$ cat config.mk
export PLATFORM = sky130hd
export DESIGN_NAME = counter_event_monitor_flat
export DESIGN_NICKNAME = d
export VERILOG_FILES = /design/src/rtl/counter_event_monitor_if.sv /design/src/rtl/counter_event_monitor.sv /design/src/flat_wrapper.sv
export SDC_FILE = /design/constraint.sdc
export NUM_CORES = 1
export LEC_CHECK = 0
export CAP_MARGIN = 20
export CELL_PAD_IN_SITES_DETAIL_PLACEMENT = 1
export CELL_PAD_IN_SITES_GLOBAL_PLACEMENT = 2
export CORE_MARGIN = 4
export CORE_UTILIZATION = 39
export CTS_BUF_LIST = sky130_fd_sc_hd__clkbuf_16
export CTS_CLUSTER_SIZE = 28
export DETAILED_ROUTE_END_ITERATION = 7
export PLACE_DENSITY_LB_ADDON = 0.1
export RECOVER_POWER = 100
export SLEW_MARGIN = 20
export SYNTH_ARGS = -nofsm -noshare
export SYNTH_HDL_FRONTEND = slang
export SYNTH_SLANG_ARGS = --single-unit
$ cat constraint.sdc
create_clock -name clk -period 3 [get_ports clk]
set_input_delay 0.45 -clock clk [delete_from_list [all_inputs] [get_ports clk]]
set_output_delay 0.45 -clock clk [all_outputs]
set_load 0.03 [all_outputs]
$ cat src/rtl/counter_event_monitor_if.sv
//------------------------------------------------------------------------------
// Module  : counter_event_monitor_if
// Brief   : Bus-sample, compare-config and capture-FIFO signals of the monitor.
// Revision: 1.0 - initial release
//------------------------------------------------------------------------------
`default_nettype none

interface counter_event_monitor_if #(
  parameter int WIDTH = 8,
  parameter int DEPTH = 4,
  parameter int LW    = $clog2(DEPTH) + 1
);
  logic [WIDTH-1:0] bus_q;
  logic             bus_en;
  logic             cmp_we;
  logic [WIDTH-1:0] cmp_data;
  logic             trig;
  logic             ovf_clr;
  logic             out_valid;
  logic             out_ready;
  logic [WIDTH-1:0] out_data;
  logic [LW-1:0]    level;
  logic             match;
  logic             wrap;
  logic             ovf;

  modport master (
    output bus_q, bus_en, cmp_we, cmp_data, trig, ovf_clr, out_ready,
    input  out_valid, out_data, level, match, wrap, ovf
  );

  modport slave (
    input  bus_q, bus_en, cmp_we, cmp_data, trig, ovf_clr, out_ready,
    output out_valid, out_data, level, match, wrap, ovf
  );
endinterface

`default_nettype wire

$ cat src/rtl/counter_event_monitor.sv
//------------------------------------------------------------------------------
// Module  : counter_event_monitor
// Brief   : Samples a tri-stated counter bus, flags compare/wrap, captures to FIFO.
// Revision: 1.0 - initial release
//------------------------------------------------------------------------------
`default_nettype none

module counter_event_monitor #(
  parameter int WIDTH = 8,
  parameter int DEPTH = 4
) (
  input  wire logic              clk,
  input  wire logic              rst_n,
  counter_event_monitor_if.slave mon
);
  localparam int              LW         = $clog2(DEPTH) + 1;
  localparam int              PW         = $clog2(DEPTH);
  localparam logic [LW-1:0]   FULL_LEVEL = LW'(DEPTH);

  logic [WIDTH-1:0] r_s_q;
  logic             r_s_vld;
  logic             r_s_trig;
  logic [WIDTH-1:0] r_last_q;
  logic             r_last_vld;
  logic [WIDTH-1:0] r_cmp;
  logic             r_match;
  logic             r_wrap;
  logic             r_ovf;
  logic [WIDTH-1:0] r_mem [DEPTH];
  logic [PW-1:0]    r_wptr;
  logic [PW-1:0]    r_rptr;
  logic [LW-1:0]    r_level;

  logic w_full;
  logic w_pop;
  logic w_wr;
  logic w_drop;

  assign w_full = (r_level == FULL_LEVEL);
  assign w_pop  = (r_level != '0) & mon.out_ready;
  // A full FIFO still accepts a push when the head leaves on the same edge.
  assign w_wr   = r_s_trig & (~w_full | w_pop);
  assign w_drop = r_s_trig & w_full & ~w_pop;

  // Sample stage: bus_q is only trusted while bus_en is high.
  always_ff @(posedge clk or negedge rst_n) begin
    if (!rst_n) begin
      r_s_q    <= '0;
      r_s_vld  <= 1'b0;
      r_s_trig <= 1'b0;
    end else begin
      r_s_vld  <= mon.bus_en;
      r_s_trig <= mon.trig & mon.bus_en;
      if (mon.bus_en) begin
        r_s_q <= mon.bus_q;
      end
    end
  end

  always_ff @(posedge clk or negedge rst_n) begin
    if (!rst_n) begin
      r_cmp      <= '0;
      r_match    <= 1'b0;
      r_wrap     <= 1'b0;
      r_last_q   <= '0;
      r_last_vld <= 1'b0;
    end else begin
      if (mon.cmp_we) begin
        r_cmp <= mon.cmp_data;
      end
      r_match <= r_s_vld & (r_s_q == r_cmp);
      r_wrap  <= r_s_vld & r_last_vld & (&r_last_q) & (r_s_q == '0);
      if (r_s_vld) begin
        r_last_q   <= r_s_q;
        r_last_vld <= 1'b1;
      end
    end
  end

  always_ff @(posedge clk or negedge rst_n) begin
    if (!rst_n) begin
      for (int i = 0; i < DEPTH; i++) begin
        r_mem[i] <= '0;
      end
      r_wptr  <= '0;
      r_rptr  <= '0;
      r_level <= '0;
      r_ovf   <= 1'b0;
    end else begin
      if (w_wr) begin
        r_mem[r_wptr] <= r_s_q;
        r_wptr        <= r_wptr + 1'b1;
      end
      if (w_pop) begin
        r_rptr <= r_rptr + 1'b1;
      end
      case ({w_wr, w_pop})
        2'b10:   r_level <= r_level + 1'b1;
        2'b01:   r_level <= r_level - 1'b1;
        default: r_level <= r_level;
      endcase
      // A new drop outranks a simultaneous clear.
      if (w_drop) begin
        r_ovf <= 1'b1;
      end else if (mon.ovf_clr) begin
        r_ovf <= 1'b0;
      end
    end
  end

  assign mon.out_valid = (r_level != '0);
  assign mon.out_data  = r_mem[r_rptr];
  assign mon.level     = r_level;
  assign mon.match     = r_match;
  assign mon.wrap      = r_wrap;
  assign mon.ovf       = r_ovf;

endmodule

`default_nettype wire

$ cat src/flat_wrapper.sv
// flat-port wrapper written by rule: the top's interface ports become plain ports
module counter_event_monitor_flat 
#(
  parameter int WIDTH = 8,
  parameter int DEPTH = 4
)
  (clk, rst_n, mon_bus_q, mon_bus_en, mon_cmp_we, mon_cmp_data, mon_trig, mon_ovf_clr, mon_out_ready, mon_out_valid, mon_out_data, mon_level, mon_match, mon_wrap, mon_ovf);
  counter_event_monitor_if #(.WIDTH(WIDTH), .DEPTH(DEPTH)) mon_i ();
  input  wire logic clk;
  input  wire logic rst_n;
  input wire logic [$bits(mon_i.bus_q)-1:0] mon_bus_q;
  input wire logic [$bits(mon_i.bus_en)-1:0] mon_bus_en;
  input wire logic [$bits(mon_i.cmp_we)-1:0] mon_cmp_we;
  input wire logic [$bits(mon_i.cmp_data)-1:0] mon_cmp_data;
  input wire logic [$bits(mon_i.trig)-1:0] mon_trig;
  input wire logic [$bits(mon_i.ovf_clr)-1:0] mon_ovf_clr;
  input wire logic [$bits(mon_i.out_ready)-1:0] mon_out_ready;
  output wire logic [$bits(mon_i.out_valid)-1:0] mon_out_valid;
  output wire logic [$bits(mon_i.out_data)-1:0] mon_out_data;
  output wire logic [$bits(mon_i.level)-1:0] mon_level;
  output wire logic [$bits(mon_i.match)-1:0] mon_match;
  output wire logic [$bits(mon_i.wrap)-1:0] mon_wrap;
  output wire logic [$bits(mon_i.ovf)-1:0] mon_ovf;
  assign mon_i.bus_q = mon_bus_q;
  assign mon_i.bus_en = mon_bus_en;
  assign mon_i.cmp_we = mon_cmp_we;
  assign mon_i.cmp_data = mon_cmp_data;
  assign mon_i.trig = mon_trig;
  assign mon_i.ovf_clr = mon_ovf_clr;
  assign mon_i.out_ready = mon_out_ready;
  assign mon_out_valid = mon_i.out_valid;
  assign mon_out_data = mon_i.out_data;
  assign mon_level = mon_i.level;
  assign mon_match = mon_i.match;
  assign mon_wrap = mon_i.wrap;
  assign mon_ovf = mon_i.ovf;
  counter_event_monitor #(.WIDTH(WIDTH), .DEPTH(DEPTH)) u_core (.clk(clk), .rst_n(rst_n), .mon(mon_i));
endmodule
======== Word level (Yosys, flattened, before mapping) ========
Index checks and enable logic that the tools add are counted.
word-level totals
  bits in latches ......................... 0
  bits in read-only memories .............. 0
  bits of input ports ..................... 23
  flip-flop bits (word level) ............. 69
  memories kept ........................... 0
  output and inout bits ................... 15
  RAM bits ................................ 0
cells by class
  multiplexer cells ....................... 9
  div/mod/pow operators ................... 0
  reductions and logical operators ........ 6
  add/sub/neg operators ................... 4
  multipliers ............................. 0
  bitwise gates (word level) .............. 14
  shift operators ......................... 0
  order comparisons ....................... 3
  equal/unequal tests ..................... 4
operators with widths
  cell                                                         count
  bitwise mux 32 bit                                           1
  2-to-1 mux 8 bit                                             3
  binary-select mux 8 bit (select 2 bit)                       1
  demux 8 bit (select 2 bit)                                   1
  bitwise AND 1 bit                                            9
  equality test 8 bit                                          1
  zero test 8 bit                                              1
  AND reduction 8 bit                                          1
  greater-or-equal comparator 3 bit (second input constant)    2
  NOT 2 -> 3 bit                                               2
  one-hot mux 3 bit (2 select lines)                           1
  adder 2 x 1 -> 2 bit (second input constant)                 2
  nonzero test 2 bit                                           2
  adder 3 x 1 -> 3 bit (second input constant)                 1
  equality test 3 bit (second input constant)                  1
  less-than comparator 3 x 1 -> 1 bit (second input constant)  1
  nonzero test 3 bit                                           1
  subtractor 3 x 1 -> 3 bit (second input constant)            1
  equality test 2 x 1 -> 1 bit (second input constant)         1
  equality test 2 bit (second input constant)                  1
  2-to-1 mux 1 bit                                             2
  NOT 1 bit                                                    2
  logical AND 1 bit                                            1
  OR 1 bit                                                     1

======== Longest topological paths before layout ========
Gate-level depths: netlist of the first run.
  word-level depth ........................ 6
  gate-level depth with buffers ........... 8
  depth with buffers taken out ............ 8

======== Worst setup path after synthesis of the first run ========
OpenSTA, ideal clock, no wires.
  path kind ............................... register to register
  from .................................... reg u_core.r_level[1], in the netlist u_core.mon.level[1]
  to ...................................... reg u_core.r_level[2], in the netlist u_core.mon.level[2]
  arrival time ............................ 2.176 ns
  path slack .............................. 0.743 ns
  path buffers ............................ 0
  stages on the path, launching flop included .. 9
  cell sequence ........................... dfrtp_1 nor4b_4 or2b_2 ha_1 inv_1 fa_1 xor2_1 nor2_1 xor2_1
between the ends
  longest elaborated chain between the ends .. 6
  elaborated cells on any way between the ends .. 12
  classes of those cells .................. add/sub (2); eq/ne (3); mux (1); bitwise (4); reduce/logical (2)
ends and longest elaborated chain
  what                                                                      line                                                      text
  start: declaration                                                        counter_event_monitor.sv:32                               logic [LW-1:0] r_level;
  start signal: assignment                                                  counter_event_monitor.sv:98                               2'b10: r_level <= r_level + 1'b1;
  start signal: assignment                                                  counter_event_monitor.sv:99                               2'b01: r_level <= r_level - 1'b1;
  start signal: assignment                                                  counter_event_monitor.sv:100                              default: r_level <= r_level;
  nonzero test 3 bit or equality test 3 bit (tied branches)                 counter_event_monitor.sv:40, counter_event_monitor.sv:39
  bitwise AND 1 bit or NOT 1 bit (tied branches)                            counter_event_monitor.sv:40, counter_event_monitor.sv:42
  OR 1 bit                                                                  counter_event_monitor.sv:42                               assign w_wr = r_s_trig & (~w_full | w_pop);
  bitwise AND 1 bit                                                         counter_event_monitor.sv:42
  equality test 2 x 1 -> 1 bit or equality test 2 bit (tied branches)       counter_event_monitor.sv:97                               case ({w_wr, w_pop})
  one-hot mux 3 bit (2 select lines) or nonzero test 2 bit (tied branches)  n/a
Parallel ways exist; a longest one is shown, timed or not.
A chain may end at the register's enable or synchronous reset.

======== Worst setup path in the final report of the first run ========
  from .................................... reg u_core.r_rptr[0]
  to ...................................... out mon_out_data[1]
between the ends
  longest elaborated chain between the ends .. 4
ends and longest elaborated chain
  what                                                  line                          text
  start: declaration                                    counter_event_monitor.sv:31   logic [PW-1:0] r_rptr;
  start signal: assignment                              counter_event_monitor.sv:95   r_rptr <= r_rptr + 1'b1;
  NOT 2 -> 3 bit (not written as such)                  counter_event_monitor.sv:112  assign mon.out_data = r_mem[r_rptr];
  binary-select mux 8 bit (select 2 bit)                counter_event_monitor.sv:112
  2-to-1 mux 8 bit (not written as such) (2 in series)  counter_event_monitor.sv:112
  end: declaration                                      flat_wrapper.sv:19            output wire logic [$bits(mon_i.out_data)-1:0] mon_out_data;
Every way passes these cells. The select of a mux whose other input is x is not followed.

==> out/qor.txt, run 1 <==
run status - complete, but fails checks
violated checks - capacitance limit, slew limit
width of the chip - 95.57 µm
startpoint of the most critical register-to-register path - u_core.mon.level[0]
critical-path maximum fanout - 6
endpoint of the worst register-to-register path - u_core.mon.level[2]
cells traversed along the worst timing path - buf_4, mux4_2, dlygate4sd3_1
most instantiated flip-flop cell in the synthesis netlist - dfrtp_1
synthesized instance count - 195
cell area after placement - 3482 µm²
termination of the worst setup path - mon_out_data[1]
Leak - 1.554 nW
Max H-tree Level - 3
count of cells resized by post-cts repair - 0
placement-stage worst setup slack - 0.5143 ns
capturing element type of the critical path - output pin
via density per instance - 5.023
worst clock skew on the final layout - 0.008225 ns
Initial DRC Count - 49
number of I/O port buffers - 37
DIE HEIGHT - 95.57 µm
library cell contributing the largest single delay on the critical path - dlygate4sd3_1
Total Routing Usage GR - 15.88%
number of placed instances, taps included - 329
root buffer cell - clkbuf_16
Mapped Area - 2990 µm²
biggest area consumer among synthesized cells - dfrtp_1
category of the critical setup timing path - reg -> out
Setup Buffers After CTS - 0
global-route met2 utilization - 26.35%
Floorplan Core Area - 7370 µm²
Design Area, Final - 3717 µm²
number of pins exceeding their max-slew limit in the final report - 70
Worst Tran Pin Value - 1.701 ns
minimum hold slack - 0.4899 ns
buffering stage count on the worst path with inverters included - 2
pwr dens - 1006 nW/µm²
maximum number of pins on one net before global-route repair - 70
setup slack of the worst register-to-register path - 0.85 ns
Syn-to-layout area delta - 24.31%
first-pass GRT wire length - 10490 µm
top cell type's share of synthesized area - 57.74%
initial cell density of the core - 40.58%
overall die area - 9133 µm²
layout cells sized above 1 - 34.96%
Worst Setup SP - u_core.r_rptr[0]
delay of the slowest cell on the worst path - 0.70 ns
clock tree sinks - 69
cells on worst reg2reg path - 8
DRC violations left - 0
critical path data arrival time - 2.29 ns
number of synthesized flops with an enable pin - 0
global placement routability congestion - 0.6962
unrepaired setup endpoints after global routing - false
IR drop worst, VDD - 405.3 µV
required time of the worst setup path - 2.55 ns
post-DP HPWL - 4521 µm
number of cells on the critical path - 3
number of library cell types mapped by synthesis - 28
CTS tree - yes
I/O pins - 38
Max Clock Freq - 0.3650 GHz
post-synthesis net count - 224
initial antenna violation count - 0
antenna diode instance count - 0
GR Layer Usage met1 - 18.89%
async set or reset register ratio after synthesis - 100.0%
clock latency reported for the late side of the worst-skew pair - 0.33 ns
residual overflow from global routing - 0
shortest period the worst path allows - 2.740 ns
met3 track utilization from global routing - 4.578%
cell with the most instances after synthesis - dfrtp_1
filler cell count - 741
syn_area_per_cell - 15.34 µm²
total of hold buffers inserted after clock tree synthesis - 0
Final Hold Fails - 0
nets@finish - 270
vias after detailed routing - 1733
largest buffer count on any clock path - 2
Final Cycle Share - 91.32%
final setup violation count - 0
number of synthesis warnings - 0
commonest cells in the netlist - 69 x dfrtp_1, 57 x mux2_2, 11 x xnor2_1
first-pass detailed-route iteration total - 4
clock-pin slew on the worst setup and hold paths - 0.06 ns
remaining number of nets flagged by the antenna check after routing - 0
max-cap viol count - 1
row count - 31
drt total wl - 6468 µm
post-synthesis sequential area ratio - 57.74%
type of the most critical hold path - reg -> reg
Cell Count, Final, Fillers Out - 345
via count of the first global-routing pass - 2041
number of clock buffers inserted by TritonCTS - 9
worst relative slew slack - -13.43%
number of synthesized register bits - 69
setup TNS after final layout - 0 ns
peak-usage layer in the global routing report - met2
kind of cell adding the most delay to the critical path - buffers and inverters
PnR worst setup slack - 0.2603 ns
DR WL/cell - 18.75 µm
biggest area contributors in the synthesized netlist - dfrtp_1 58%, mux2_2 21%, mux4_2 6.0%, xnor2_1 3.2%, ha_1 2.1%
Setup crit start kind - register
-- sequential cells by signal (all words and copies together), names as in the netlist, 2 cells and up --
signal	count
u_core.r_mem	32
u_core.r_wptr	2
u_core.r_rptr	2
u_core.mon.level	3
u_core.r_s_q	8
u_core.r_cmp	8
u_core.r_last_q	8
-- kinds of logic (layout without fill, tap and decap cells) --
group | count (synthesis) | in the layout | synth area share (%)
mux | 66 | 66 | 27.82
fa+ha+maj | 6 | 6 | 2.762
xor+xnor | 14 | 14 | 4.100
buf+inv | 11 | 62 | 1.422
flops | 69 | 69 | 57.74
compound gates | 2 | 2 | 0.5019
simple gates | 27 | 27 | 5.649
-- worst min path at each step --
stage,slack (ns),cells after the start,start,to
global route,0.50,1,u_core.r_last_vld,u_core.r_last_vld
detailed placement,0.47,1,u_core.r_last_vld,u_core.r_last_vld
CTS,0.35,2,rst_n,u_core.r_mem[17]
floorplan,0.15,0,rst_n,u_core.mon.level[0]
global placement,0.45,1,u_core.r_last_vld,u_core.r_last_vld
finish,0.49,1,u_core.r_last_vld,u_core.r_last_vld
-- report_power, final --
part	switching (mW)	total, mW	internal, mW
combinational	0.608	1.30	0.692
clock	0.394	0.946	0.552
sequential	0.254	1.49	1.24
-- final cells by class --
| cell class | count | area [µm²] | share of cell area, % |
|---|---|---|---|
| tap | 99 | 123.9 | 3.332 |
| multi-input combinational | 115 | 1196 | 32.18 |
| inverter | 6 | 22.52 | 0.6059 |
| timing repair buffer | 40 | 381.6 | 10.27 |
| clock inverter | 7 | 41.29 | 1.111 |
| clock buffer | 9 | 225.2 | 6.059 |
| sequential | 69 | 1727 | 46.45 |
-- per-stage QoR --
step / utilization [%] / total power, mW
2_1_floorplan: - / 2.393
4_1_cts: 50.87 / 3.883
3_5_place_dp: 47.25 / 2.915
6_report: 50.44 / 3.740
3_3_place_gp: 47.25 / 2.825
5_1_grt: 50.44 / 3.957
-- routing by layer --
layer | vias up | part of all wire, %
met5 | - | 0
met4 | 0 | 1.8
met3 | 9 | 4.3
met2 | 32 | 53
met1 | 912 | 40
li1 | 780 | -
-- placed cells by master, fill, tap and decap left out, drive strengths merged, types with 2 or more instances in the layout --
cell	n
inv	7
clkinv	4
ha	5
dfrtp	69
clkinvlp	2
nand2	8
mux2	57
dlygate4sd3	18
xnor2	11
mux4	8
buf	2
nor4b	2
clkbuf	11
nor2	6
clkdlybuf4s50	18
xor2	3
nand4	3
(Power assumes the default switching activity.)
==> inputs of run 2 (changes only) <==
--- a/config.mk
+++ b/config.mk
@@ -13,7 +13,7 @@
 export CTS_BUF_LIST = sky130_fd_sc_hd__clkbuf_16
 export CTS_CLUSTER_SIZE = 28
 export DETAILED_ROUTE_END_ITERATION = 7
-export PLACE_DENSITY_LB_ADDON = 0.1
+export PLACE_DENSITY = 0.87
 export RECOVER_POWER = 100
 export SLEW_MARGIN = 20
 export SYNTH_ARGS = -nofsm -noshare
==> constraint.sdc (replaced) <==
create_clock -name clk -period 3.1 [get_ports clk]
set_input_delay 0.465 -clock clk [delete_from_list [all_inputs] [get_ports clk]]
set_output_delay 0.465 -clock clk [all_outputs]
set_load 0.03 [all_outputs]
==> out/qor.txt, run 2 (synthesis results as in run 1) <==
via density per instance - 5.000
Worst Tran Pin Value - 1.688 ns
DR WL/cell - 17.06 µm
capturing element type of the critical path - output pin
setup TNS after final layout - 0 ns
overall die area - 9133 µm²
Combinational Power Share - 34.3%
number of pins exceeding their max-slew limit in the final report - 70
clock-pin slew on the worst setup and hold paths - 0.05 ns
DIE HEIGHT - 95.57 µm
I/O pins - 38
proportion of total power due to net switching - 32.74%
Initial DRC Count - 42
NetSw - 1.159 mW
cells traversed along the worst timing path - mux4_2, dlygate4sd3_1
pwr dens - 959.0 nW/µm²
count of cells resized by post-cts repair - 0
buffering stage count on the worst path with inverters included - 1
leading cell type in the layout, fill and taps excluded - dfrtp_1
library cell contributing the largest single delay on the critical path - dfrtp_1
critical path data arrival time - 2.36 ns
critical-path maximum fanout - 10
Clk pwr share - 24.3%
final setup violation count - 0
unrepaired setup endpoints after global routing - false
layout cells sized above 1 - 32.38%
Setup crit start kind - register
nets@finish - 269
share of the core filled with cells - 50.10%
run status - complete, but fails checks
Cell Count, Final, Fillers Out - 343
Leak - 1.554 nW
worst clock skew on the final layout - 0.006467 ns
Design Area, Final - 3692 µm²
initial cell density of the core - 40.58%
required time of the worst setup path - 2.63 ns
Floorplan Core Area - 7370 µm²
number of placed instances, taps included - 328
drt total wl - 5850 µm
total design power - 3.541 mW
root buffer cell - clkbuf_16
largest buffer count on any clock path - 2
violated checks - capacitance limit, slew limit
max-cap viol count - 1
filler cell count - 742
first-pass detailed-route iteration total - 3
Final Cycle Share - 91.07%
Syn-to-layout area delta - 23.47%
number of clock buffers inserted by TritonCTS - 9
commonest non-fill, non-tap cells in the layout - 69 x dfrtp_1, 55 x mux2_2, 18 x dlygate4sd3_1, 18 x clkdlybuf4s50_1, 11 x xnor2_1
clock latency reported for the late side of the worst-skew pair - 0.32 ns
first-pass GRT wire length - 9666 µm
setup slack of the worst register-to-register path - 0.92 ns
Final Hold Fails - 0
remaining number of nets flagged by the antenna check after routing - 0
width of the chip - 95.57 µm
Max H-tree Level - 3
vias after detailed routing - 1715
maximum number of pins on one net before global-route repair - 70
global placement routability congestion - 0.7329
total of hold buffers inserted after clock tree synthesis - 0
Largest register FFs - 32
Max Clock Freq - 0.3542 GHz
shortest period the worst path allows - 2.823 ns
register ranked first by flip-flop count - u_core.r_mem
worst relative slew slack - -12.52%
residual overflow from global routing - 0
kind of cell adding the most delay to the critical path - flip-flops
row count - 31
CTS tree - yes
Total Routing Usage GR - 14.33%
sequential power share - 41.4%
post-DP HPWL - 3949 µm
DRC violations left - 0
Int Pwr - 2.382 mW
antenna diode instance count - 0
via count of the first global-routing pass - 1915
number of I/O port buffers - 37
IR drop worst, VDD - 451.5 µV
Setup Buffers After CTS - 0
category of the critical setup timing path - reg -> out
initial antenna violation count - 0
type of the most critical hold path - reg -> reg
delay of the slowest cell on the worst path - 0.73 ns
cell area after placement - 3475 µm²
clock tree sinks - 69
run 2: per-stage QoR:
stage | setup slack, ns | hold slack (ns)
3_5_place_dp | 0.5955 | 0.4551
6_report | 0.2770 | 0.4717
5_1_grt | 0.1618 | 0.4933
3_3_place_gp | 0.6873 | 0.4554
4_1_cts | 0.3376 | 0.3769
2_1_floorplan | 0.8434 | 0.1694
run 2: power groups by stage:
stage               clock, mW  sequential [mW]  combinational [mW]
CTS                     0.886             1.48                1.31
global placement            0             1.47                1.27
global route            0.926             1.51                1.30
detailed placement          0             1.49                1.30
finish                  0.860             1.46                1.22
floorplan                   0             1.39               0.923
run 2: routing by layer:
layer / part of all wire, % / vias up / wire length [µm] / global-route usage, %
met1: 46 / 901 / 2685 / 18.62
met3: 2.9 / 8 / 168 / 3.631
met4: 2.0 / 0 / 117 / 6.398
met2: 49 / 28 / 2879 / 22.58
li1: - / 778 / - / -
met5: 0 / - / 0 / 0
run 2: path summary, 6_finish.rpt:
| check | startpoint | to | depth (start not counted) |
|---|---|---|---|
| max in group asynchronous | rst_n | u_core.r_last_q[2] | 2 |
| worst max register to register | u_core.mon.level[0] | u_core.mon.level[2] | 8 |
| worst min register to register | u_core.r_last_vld | u_core.r_last_vld | 1 |
| worst min-delay path | u_core.r_last_vld | u_core.r_last_vld | 1 |
| min in group asynchronous | rst_n | u_core.r_cmp[5] | 2 |
| worst max-delay path | u_core.r_rptr[0] | mon_out_data[6] | 2 |
run 2: area by class of cell:
type	count	area [µm²]	share of cell area (%)
clock inverters	6	23.77	0.6438
well taps	99	123.9	3.355
flip-flops and latches	69	1727	46.76
repair buffers	39	374.1	10.13
multi-input cells	115	1196	32.40
inverters	6	22.52	0.6100
clock buffers	9	225.2	6.100
==> edit: new RTL, config.mk and constraints of run 1 <==
`WIDTH` is set to 8 in 3 places; all go to 9.
--- a/src/rtl/counter_event_monitor_if.sv
+++ b/src/rtl/counter_event_monitor_if.sv
@@ -7,5 +7,5 @@
 
 interface counter_event_monitor_if #(
-  parameter int WIDTH = 8,
+  parameter int WIDTH = 9,
   parameter int DEPTH = 4,
   parameter int LW    = $clog2(DEPTH) + 1
--- a/src/rtl/counter_event_monitor.sv
+++ b/src/rtl/counter_event_monitor.sv
@@ -7,5 +7,5 @@
 
 module counter_event_monitor #(
-  parameter int WIDTH = 8,
+  parameter int WIDTH = 9,
   parameter int DEPTH = 4
 ) (
--- a/src/flat_wrapper.sv
+++ b/src/flat_wrapper.sv
@@ -2,5 +2,5 @@
 module counter_event_monitor_flat 
 #(
-  parameter int WIDTH = 8,
+  parameter int WIDTH = 9,
   parameter int DEPTH = 4
 )
Ports: changed (resized mon_bus_q, mon_cmp_data and mon_out_data); port bits go from 38 to 41. No check against the original RTL was run, so the function may have changed too.
==> edit against run 1 <==
  * The flow still finishes with violations (capacitance limit, slew limit)
  * Power increased by 12%
  * Wire length increased by 10%
  * Register-to-register slack got worse by 0.03 ns
  * Non-clock buffer count increased by 4
  * Area after synthesis increased by 14%
  * Global-route usage decreased by 0.48 points
  * Clock power increased by 11%
  * First-iteration DRC count increased by 45%
  * Sequential cell count increased by 7
  * Setup slack improved by 0.010 ns
  * Final area increased by 11%
  * Critical endpoint is now mon_out_data[5]
  * Largest power group unchanged
==> edit: results (changes against run 1) <==
| Item | Value | vs run 1 |
| --- | --- | --- |
| Number of DRC markers after the initial detailed-route iteration | 71 | +45% |
| Ranking of synthesized cells by area | sky130_fd_sc_hd__dfrtp_1 (56%), sky130_fd_sc_hd__mux2_2 (20%), sky130_fd_sc_hd__mux4_2 (6.0%) |  |
| Most common library cells after synthesis | sky130_fd_sc_hd__dfrtp_1 (76), sky130_fd_sc_hd__mux2_2 (61), sky130_fd_sc_hd__clkbuf_1 (12), sky130_fd_sc_hd__xnor2_1 (12), sky130_fd_sc_hd__mux4_2 (9) |  |
| Synthesized-area fraction occupied by ao, oa, aoi and oai cells | 0.0210 | +0.0159 |
| Failing checks | capacitance limit, slew limit |  |
| Status | finished with violations |  |
| GRT Overall Usage | 0.154 | -0.00485 |
| Via count of the first global-routing pass | 2181 | +6.9% |
| Wire length of the first global-routing pass | 12.0 mm | +14% |
| Relative max-transition margin | -0.250 | -0.116 |
| Port Buf Inserts | 40 | +8.1% |
| Mux cell area share after synthesis | 0.274 | -0.00398 |
| Pin count of the biggest net entering global routing | 77 | +10% |
| Sequential element share of the synthesized area | 0.559 | -0.0186 |
| Synth unique cells | 33 | +18% |
| Cell leakage power | 1.72 nW | +11% |
| Vias after detailed routing | 1985 | +15% |
| IR Drop Worst-Case VDD | 0.000550 V | +36% |
| Max Transition Viols Final | 77 | +10% |
| Max FFs per register | 36 | +13% |
| Critical Path Fanout Max | 7 | +1 |
| Fill cell count | 817 | +10% |
| Net Count, Synth | 261 | +17% |
| Total of max-cap violations | 1 | unchanged |
| Setup clock skew after layout | 0.00653 ns | -0.00169 ns |
| Final routed wirelength across all metal layers | 7.11 mm | +10% |
| Final #Nets | 299 | +11% |
## edit: per-layer routing
layer / part of all wire / GRT usage / vias up
met5: 0 / 0 / -
met4: 0.0084 / 0.0368 / 0
met3: 0.035 / 0.0427 / 5
met2: 0.47 / 0.228 / 34
met1: 0.49 / 0.225 / 1043
li1: - / - / 903
## edit: cell type report
class	instances	area, sq um	share of cell area
clock buffers	9	225	0.0546
inverters	7	26.3	0.00637
flip-flops and latches	76	1900	0.461
repair buffers	44	422	0.102
well taps	105	131	0.0318
multi-input cells	131	1350	0.328
clock inverters	7	67.6	0.0164
## edit: worst max-delay path by stage
stage / depth (start not counted) / slack [ns] / end / startpoint
2_1_floorplan: 6 / 0.89 / u_core.mon.level[1] / u_core.mon.level[1]
3_3_place_gp: 4 / 0.63 / u_core.r_mem[23] / mon_out_ready
3_5_place_dp: 4 / 0.62 / u_core.r_mem[26] / mon_out_ready
4_1_cts: 3 / 0.33 / mon_out_data[5] / u_core.r_rptr[0]
5_1_grt: 3 / 0.17 / mon_out_data[5] / u_core.r_rptr[0]
6_report: 3 / 0.27 / mon_out_data[5] / u_core.r_rptr[0]
## edit: worst max-delay path, delay by kind of cell (launching register included)
family	cells	cell delay [ns]
buffers and inverters	2	0.96
DFF	1	0.45
muxes	1	0.54
## edit: kinds of logic (layout without fill, tap and decap cells)
kind of cell / Yosys count / in the layout
adders and majority gates: 5 / 5
muxes: 74 / 74
xor gates and xnor gates: 14 / 14
AOI/OAI and AO/OA: 10 / 10
and+or+nand+nor: 28 / 28
DFF: 76 / 76
buffers and inverters: 24 / 67
## edit: per-stage QoR
step	hold slack [ns]	setup WS (ns)	utilization	std cells
6_report	0.481	0.271	0.495	379
5_1_grt	0.498	0.173	0.495	379
4_1_cts	0.321	0.328	0.501	379
3_5_place_dp	0.457	0.615	0.466	363
3_3_place_gp	0.464	0.634	0.466	363
2_1_floorplan	0.154	0.888	-	231
## edit: report_power, final
group | total, mW | internal, mW | leakage (nW) | switching, mW
clock network | 1.05 | 0.639 | 0.137 | 0.409
registers | 1.66 | 1.37 | 0.908 | 0.291
logic | 1.47 | 0.781 | 0.680 | 0.689
total | 4.17 | 2.78 | 1.72 | 1.39
